[src/rtl/arith_pkg.sv]
// Shared arithmetic definitions for the iterative datapath units.
package arith_pkg;

    // Default operand/result width for the divider (and, later, the multiplier).
    localparam int DEFAULT_LEN = 32;

    // Divider control states.
    typedef enum logic [1:0] {
        IDLE,
        CALC,
        DONE
    } div_state_t;

    // Width of the step counter for a LEN-bit operation.
    function automatic int cnt_width(input int len);
        return (len > 1) ? $clog2(len) : 1;
    endfunction

endpackage

[src/rtl/divider_if.sv]
// Start/finish handshake bundle shared by the divider and its driver.
interface divider_if import arith_pkg::*; #(
    parameter int LEN = DEFAULT_LEN
);

    logic [LEN-1:0] dividend;
    logic [LEN-1:0] divisor;
    logic           start;
    logic [LEN-1:0] quotient;
    logic [LEN-1:0] remainder;
    logic           finish;
    logic           busy;

    // Requester side: presents operands and start, observes results.
    modport master (
        output dividend,
        output divisor,
        output start,
        input  quotient,
        input  remainder,
        input  finish,
        input  busy
    );

    // Divider side: samples operands on acceptance, returns results.
    modport slave (
        input  dividend,
        input  divisor,
        input  start,
        output quotient,
        output remainder,
        output finish,
        output busy
    );

endinterface

[src/rtl/div_step.sv]
// One restoring-division step: shift in the next dividend bit, then
// subtract the divisor if it fits.
module div_step import arith_pkg::*; #(
    parameter int LEN = DEFAULT_LEN
) (
    input  logic [LEN:0]   rem_r,
    input  logic           q_msb,
    input  logic [LEN-1:0] dvsr,
    output logic [LEN:0]   rem_next,
    output logic           q_bit
);

    logic [LEN:0] trial;
    logic [LEN:0] dvsr_ext;
    logic         unused_rem_msb;

    // The partial remainder always stays below the divisor, so its top bit
    // carries no information into the shifted trial value.
    assign unused_rem_msb = rem_r[LEN];
    assign trial          = {rem_r[LEN-1:0], q_msb};
    assign dvsr_ext       = {1'b0, dvsr};

    // Compare and conditionally subtract at LEN+1 bits.
    always_comb begin
        q_bit    = 1'b0;
        rem_next = trial;
        if (trial >= dvsr_ext) begin
            q_bit    = 1'b1;
            rem_next = trial - dvsr_ext;
        end
    end

endmodule

[src/rtl/divider.sv]
// Unsigned iterative restoring divider, one quotient bit per cycle,
// with a start/finish handshake.
module divider import arith_pkg::*; #(
    parameter int LEN = DEFAULT_LEN
) (
    input  logic     clk,
    input  logic     rstn,
    divider_if.slave bus
);

    localparam int                 CNT_W    = cnt_width(LEN);
    localparam logic [CNT_W-1:0]   CNT_LAST = CNT_W'(LEN - 1);

    div_state_t       state_q,  state_d;
    logic [CNT_W-1:0] cnt_q,    cnt_d;
    logic [LEN-1:0]   dvsr_q,   dvsr_d;
    logic [LEN-1:0]   q_q,      q_d;
    logic [LEN:0]     rem_q,    rem_d;
    logic [LEN-1:0]   quot_q,   quot_d;
    logic [LEN-1:0]   remd_q,   remd_d;
    logic             finish_q, finish_d;
    logic             busy_q,   busy_d;

    logic [LEN:0]     step_rem;
    logic             step_bit;

    div_step #(
        .LEN (LEN)
    ) u_step (
        .rem_r    (rem_q),
        .q_msb    (q_q[LEN-1]),
        .dvsr     (dvsr_q),
        .rem_next (step_rem),
        .q_bit    (step_bit)
    );

    // State, datapath and result registers with asynchronous clear.
    always_ff @(posedge clk or negedge rstn) begin
        if (!rstn) begin
            state_q  <= IDLE;
            cnt_q    <= '0;
            dvsr_q   <= '0;
            q_q      <= '0;
            rem_q    <= '0;
            quot_q   <= '0;
            remd_q   <= '0;
            finish_q <= 1'b0;
            busy_q   <= 1'b0;
        end else begin
            state_q  <= state_d;
            cnt_q    <= cnt_d;
            dvsr_q   <= dvsr_d;
            q_q      <= q_d;
            rem_q    <= rem_d;
            quot_q   <= quot_d;
            remd_q   <= remd_d;
            finish_q <= finish_d;
            busy_q   <= busy_d;
        end
    end

    // Next-state logic: accept in IDLE, LEN restoring steps in CALC,
    // publish results on the edge that leaves DONE.
    always_comb begin
        state_d  = state_q;
        cnt_d    = cnt_q;
        dvsr_d   = dvsr_q;
        q_d      = q_q;
        rem_d    = rem_q;
        quot_d   = quot_q;
        remd_d   = remd_q;
        finish_d = 1'b0;

        case (state_q)
            IDLE: begin
                if (bus.start) begin
                    dvsr_d  = bus.divisor;
                    q_d     = bus.dividend;
                    rem_d   = '0;
                    cnt_d   = '0;
                    state_d = CALC;
                end
            end
            CALC: begin
                rem_d = step_rem;
                q_d   = {q_q[LEN-2:0], step_bit};
                cnt_d = cnt_q + 1'b1;
                if (cnt_q == CNT_LAST) begin
                    state_d = DONE;
                end
            end
            DONE: begin
                // Capturing here rather than on the last CALC edge gives the
                // registered finish/result one cycle after the final step.
                quot_d   = q_q;
                remd_d   = rem_q[LEN-1:0];
                finish_d = 1'b1;
                state_d  = IDLE;
            end
            default: begin
                state_d = IDLE;
            end
        endcase

        // Busy covers CALC, DONE and the cycle in which finish is shown.
        busy_d = (state_d != IDLE) || finish_d;
    end

    assign bus.quotient  = quot_q;
    assign bus.remainder = remd_q;
    assign bus.finish    = finish_q;
    assign bus.busy      = busy_q;

endmodule

[src/flat_wrapper.sv]
// flat-port wrapper written by rule: the top's interface ports become plain ports
module divider_flat import arith_pkg::*;
#(
    parameter int LEN = DEFAULT_LEN
)
  (clk, rstn, bus_dividend, bus_divisor, bus_start, bus_quotient, bus_remainder, bus_finish, bus_busy);
  divider_if #(.LEN(LEN)) bus_i ();
  input  logic clk;
  input  logic rstn;
  input wire logic [$bits(bus_i.dividend)-1:0] bus_dividend;
  input wire logic [$bits(bus_i.divisor)-1:0] bus_divisor;
  input wire logic [$bits(bus_i.start)-1:0] bus_start;
  output wire logic [$bits(bus_i.quotient)-1:0] bus_quotient;
  output wire logic [$bits(bus_i.remainder)-1:0] bus_remainder;
  output wire logic [$bits(bus_i.finish)-1:0] bus_finish;
  output wire logic [$bits(bus_i.busy)-1:0] bus_busy;
  assign bus_i.dividend = bus_dividend;
  assign bus_i.divisor = bus_divisor;
  assign bus_i.start = bus_start;
  assign bus_quotient = bus_i.quotient;
  assign bus_remainder = bus_i.remainder;
  assign bus_finish = bus_i.finish;
  assign bus_busy = bus_i.busy;
  divider #(.LEN(LEN)) u_core (.clk(clk), .rstn(rstn), .bus(bus_i));
endmodule
[config.mk]
export PLATFORM = sky130hd
export DESIGN_NAME = divider_flat
export DESIGN_NICKNAME = d
export VERILOG_FILES = /design/src/rtl/arith_pkg.sv /design/src/rtl/divider_if.sv /design/src/rtl/div_step.sv /design/src/rtl/divider.sv /design/src/flat_wrapper.sv
export SDC_FILE = /design/constraint.sdc
export NUM_CORES = 1
export LEC_CHECK = 0
export CAP_MARGIN = 20
export CORE_MARGIN = 3
export CORE_UTILIZATION = 50
export CTS_CLUSTER_DIAMETER = 30
export DETAILED_ROUTE_END_ITERATION = 10
export DONT_BUFFER_PORTS = 1
export SYNTH_ARGS = -nofsm -noshare
export SYNTH_HDL_FRONTEND = slang
export SYNTH_SLANG_ARGS = --single-unit
export TNS_END_PERCENT = 5
[constraint.sdc]
create_clock -name clk -period 4 [get_ports clk]
set_input_delay 1 -clock clk [delete_from_list [all_inputs] [get_ports clk]]
set_output_delay 1 -clock clk [all_outputs]
set_load 0.05 [all_outputs]
; ---- Yosys cells after proc, flatten, opt, wreduce, memory -nomap -nowiden
; Cells that the tools add are included.
[op_classes]
add_sub_neg = 2
order_cmp = 1
eq_ne = 4
muxes = 12
n_reduce_logical = 6
[ops]
columns = operator, n
row1 = 32-bit one-hot mux with 2 select lines, 2
row2 = 32-bit two-way mux, 3
row3 = 33-bit by 32-bit >= comparator with 1-bit output, 1
row4 = 32-bit subtractor, 1
row5 = 5-bit one-hot mux with 2 select lines, 1
row6 = "5-bit by 1-bit adder with 5-bit output, second input constant", 1
row7 = "5-bit equality test, second input constant", 1
row8 = 5-bit two-way mux, 1
row9 = 2-bit two-way mux, 2
row10 = 2-bit one-hot mux with 2 select lines, 1
row11 = 2-bit AND reduction, 2
row12 = 2-bit nonzero test, 2
row13 = "2-bit by 1-bit equality test with 1-bit output, second input constant", 1
row14 = "2-bit equality test, second input constant", 1
row15 = 2-bit logical NOT, 1
row16 = 1-bit two-way mux, 2
row17 = "2-bit != test, second input constant", 1
row18 = 1-bit logical OR, 1
[word_totals]
regBits = 169
in_bits = 67
out_inout_bits = 66
elab_cells = 34

; ---- Longest topological paths before layout
[logic_depth]
depth_word = 5
ltp_mapped = 12

; ---- Modules after synthesis
; From an unflattened synthesis, not the netlist that was laid out.
[unflattened]
cells_unflattened = 960
area_unflattened_um2 = 9028.7
[modules_own_cells]
columns = module, n_inst, cells_each, area_per_inst_um2, seq_area_each_um2
row1 = divider, 1, 595, 6616.3, 4254.1
row2 = div_step, 1, 365, 2412.3, 0.0

; ---- Worst setup path after synthesis
; OpenSTA, ideal clock, no wires.
[synth_path]
path_kind = reg-to-reg
start = reg u_core.q_q[31]
end = reg u_core.rem_q[30]
setup_ns = 0.120
arrival_ns = 2.476
t_required_ns = 3.880
slack_ns = 1.404
path_stages_with_launch = 12
path_cell_list = dfrtp_1 > inv_1 > ha_1 > fa_1 > nand2b_1 > a21oi_1 > o21ai_1 > a21oi_1 > a21oi_1 > o21a_1 > o311a_1 > a31o_1
[synth_between]
elab_chain_len = 3
[synth_rtl]
columns = item, line_no
row1 = from (decl), divider.sv:17  ; logic [LEN-1:0] q_q, q_d;
row2 = from (signal assigned), divider.sv:53  ; q_q <= q_d;
row3 = 32-bit subtractor / 33-bit by 32-bit >= comparator with 1-bit output (equally long branches), "div_step.sv:29, div_step.sv:27"
row4 = 32-bit two-way mux (*), div_step.sv:27  ; if (trial >= dvsr_ext) begin
row5 = 32-bit one-hot mux with 2 select lines (*), divider.sv:74  ; case (state_q)
row6 = to (signal assigned), divider.sv:54  ; rem_q <= rem_d;
row7 = to (decl), divider.sv:18  ; logic [LEN:0] rem_q, rem_d;
; Mark *: on every way between the ends. The rest lies on a longest branch, timed or not.
; A chain may end at the register's enable or synchronous reset.

; ---- Worst setup path after layout
[layout_path]
start = reg u_core.rem_q[7]
end = reg u_core.rem_q[24]
[layout_between]
elab_chain_len = 3
[layout_rtl]
columns = item, line_no
row1 = 32-bit subtractor / 33-bit by 32-bit >= comparator with 1-bit output (equally long branches), "div_step.sv:29, div_step.sv:27"
row2 = 32-bit two-way mux (*), div_step.sv:27
row3 = 32-bit one-hot mux with 2 select lines (*), divider.sv:74
; Marked as above.

==> out/summary.txt <==
status -> complete, no violations
RSZ-0062 raised after global routing -> no
Crit. End Element -> flop
Buffers on Ports -> 0
Final nets -> 995
Setup Viol. Count Final -> 0
# diodes -> 0
worst clock skew -> 0.00754 ns
post-route ant nets -> 0
Leak -> 4.52 nW
Tcrit/Tclk final -> 0.834
Slew Limit Fails -> 0
Power Internal -> 5.67 mW
Yosys top cell by area -> dfrtp_1
DR vias -> 6,906
DR vias/cell -> 6.11
clk_lat worst skew -> 0.43 ns
synth top area cells -> dfrtp_1, mux2_2, ha_1
Die W -> 141 um
MaxCap Viol Count -> 0
sw power -> 4.66 mW
largest family of logic cells by synthesized area -> compound AO/OA/AOI/OAI gates
setup_tns -> 0 ns
Post-Synth Adder-Cell Area -> 0.0490
Synth Area in XOR/XNOR -> 0.0241
worst hold path type -> in -> async
CTS Buf Count -> 17
Power Density -> 1050 nW/um2
Placed Instances -> 1,099
CTS resizes -> 0
fill cell count -> 1,532
Post-Synth Simple-Gate Area -> 0.127
first-pass GRT wire length -> 37,100 um
clock transition at the registers of the reported paths -> 0.07 ns
total track usage -> 0.231
top cell type's share of synthesized area -> 0.465
reg-to-reg critical path startpoint -> u_core.rem_q[7]
die area -> 19,900 um2
Post-Layout Cell Count -> 1,131
crit path from -> u_core.rem_q[7]
Worst EP arrival -> 3.68 ns
CP Class -> reg -> reg
initial DRC count -> 435
Mapped Cells -> 928
Least-Margin Pin Slew -> 1.05 ns
first-pass iteration count of the detailed router -> 5
maximum clock path buffer count -> 2
dominant synthesized flop cell -> dfrtp_1
Starting Density -> 0.519
final WL -> 22,700 um
startpoint class of the critical path -> flop
Clk pwr share -> 0.170
grt ovf -> 0
Post-CTS Setup Inserts -> 0
Tmin final -> 3.34 ns
FFs w/ async S/R, synth -> 1.00
Clock Sinks -> 169
Ys Warns -> 0
Synth Area in Compound Gates -> 0.207
root buffer cell -> clkbuf_16
pre-CTS WS -> 0.766 ns
Syn-to-layout area delta -> 7.98%
vias in the first global route -> 6,976
synth cell count leaders -> dfrtp_1, nand2_1, o21ai_0, a21oi_1, mux2_2
Crit path top cell by count -> o21ai_1
largest net degree at the start of global routing -> 170
initial antenna violation count -> 0
most common cell in the netlist -> dfrtp_1
Max-slew headroom -> 0.300
# H-tree levels -> 4
Post-route DRC -> 0
part of the power in combinational logic -> 0.532
Die Span Y -> 141 um
post-synthesis sequential area ratio -> 0.465
syn nets -> 1,030
WL/cell -> 20.0 um
syn_area_per_cell -> 9.80 um2
Cell variety after synth -> 63
slowest CP cell -> a31oi_4
Fin. Hold Viols -> 0
CTS tree -> built
Worst VDD drop -> 0.439 mV
share of layout cells above drive strength 1 -> 0.132
worst setup slack after layout -> 0.664 ns
Max Fclk -> 300 MHz
largest fanout on the critical path -> 16
Reg power frac -> 0.298
Post-CTS Hold Fix Bufs -> 0
share of synthesized area spent on multiplexers -> 0.0803
slowest cell delay on critical path -> 0.44 ns
GP Congestion -> 0.908
standard-cell row count -> 48
crit-path cells -> ha_1 -> o21ai_0 -> nor2_1 -> nand4bb_1 -> a21oi_2 -> or3_4 -> a31oi_4 -> buf_4 -> o21ai_1 -> o21ai_1
sw frac -> 0.451
DP HPWL -> 15,400 um
I/O Pins -> 133
Post-synth EDFFs -> 0
Syn Std Cell Area -> 9100 um2
synthesis-stage register bit count -> 169
Worst EP required -> 4.34 ns
core box area -> 17,500 um2
placed cells by master (no fill, tap or decap), types with 8 or more instances in the layout:
| master | instances |
|---|---|
| dfrtp_1 | 169 |
| nand2_1 | 102 |
| o21ai_0 | 80 |
| a21oi_1 | 76 |
| mux2_2 | 64 |
| inv_1 | 42 |
| nor2b_1 | 37 |
| ha_1 | 34 |
| a22oi_1 | 30 |
| nor2_1 | 27 |
| nor3_1 | 22 |
| xnor2_1 | 17 |
| clkbuf_16 | 17 |
| o211ai_1 | 16 |
| o31ai_1 | 14 |
| nand4_1 | 11 |
| a21o_1 | 11 |
| nand2b_1 | 9 |
| a221o_1 | 9 |
| buf_4 | 9 |
| xor2_1 | 8 |
metrics by stage:
stage | hold WS [ns] | instance area [um2] | power [mW] | util
finish | 0.258 | 9820 | 10.3 | 0.560
global route | 0.242 | 9820 | 11.2 | 0.560
CTS | 0.244 | 9820 | 10.3 | 0.560
detailed placement | 0.490 | 9200 | 8.53 | 0.525
global placement | 0.477 | 9200 | 8.45 | 0.525
floorplan | 0.450 | 9100 | 7.28 | -
routing by layer:
metal / track usage / vias to the layer above / share of wire
li1: - / 3245 / -
met1: 0.312 / 3427 / 0.45
met2: 0.381 / 205 / 0.48
met3: 0.0465 / 29 / 0.056
met4: 0.0673 / 0 / 0.017
met5: 0 / - / 0
sequential cells by signal (all words and copies together) (netlist names), 2 cells and up:
| signal | cells |
|---|---|
| u_core.rem_q | 32 |
| u_core.dvsr_q | 32 |
| u_core.cnt_q | 5 |
| u_core.q_q | 32 |
| u_core.bus.remainder | 32 |
| u_core.state_q | 2 |
| u_core.bus.quotient | 32 |
critical path, delay by kind of cell (launching register included):
family | cells | cell delay, ns
compound gates | 5 | 1.15
flops | 1 | 0.43
fa+ha+maj | 1 | 0.38
buf+inv | 1 | 0.32
simple gates | 3 | 0.96
path summary, 6_finish.rpt:
| kind | cells past startpoint | slack [ns] | to |
|---|---|---|---|
| min in group clk | 2 | 0.50 | u_core.q_q[31] |
| max in group asynchronous | 0 | 3.38 | u_core.bus.remainder[22] |
| max reg2reg | 10 | 0.66 | u_core.rem_q[24] |
| min | 0 | 0.26 | u_core.bus.quotient[8] |
| min reg2reg | 2 | 0.50 | u_core.q_q[31] |
| max | 10 | 0.66 | u_core.rem_q[24] |
cells by family after synthesis:
group | count (synthesis)
adder cells (fa/ha/maj) | 35
multiplexers | 65
XOR/XNOR | 25
AO/OA/AOI/OAI | 291
flip-flops | 169
buffers and inverters | 105
AND/OR/NAND/NOR | 238
power by group through the flow:
stage / logic [mW] / registers (mW) / clock network, mW
floorplan: 4.38 / 2.90 / 0
global placement: 5.37 / 3.08 / 0
detailed placement: 5.43 / 3.11 / 0
CTS: 5.48 / 3.08 / 1.79
global route: 6.16 / 3.16 / 1.86
finish: 5.50 / 3.08 / 1.75
layout make-up:
| type | instances | area [um2] | area share |
|---|---|---|---|
| tap | 225 | 282 | 0.0287 |
| timing repair buffer | 9 | 67.6 | 0.00688 |
| sequential | 169 | 4230 | 0.431 |
| clock inverter | 13 | 180 | 0.0183 |
| inverter | 42 | 158 | 0.0160 |
| multi-input combinational | 654 | 4460 | 0.454 |
| clock buffer | 19 | 443 | 0.0451 |
Power figures use the tool's default switching activity.
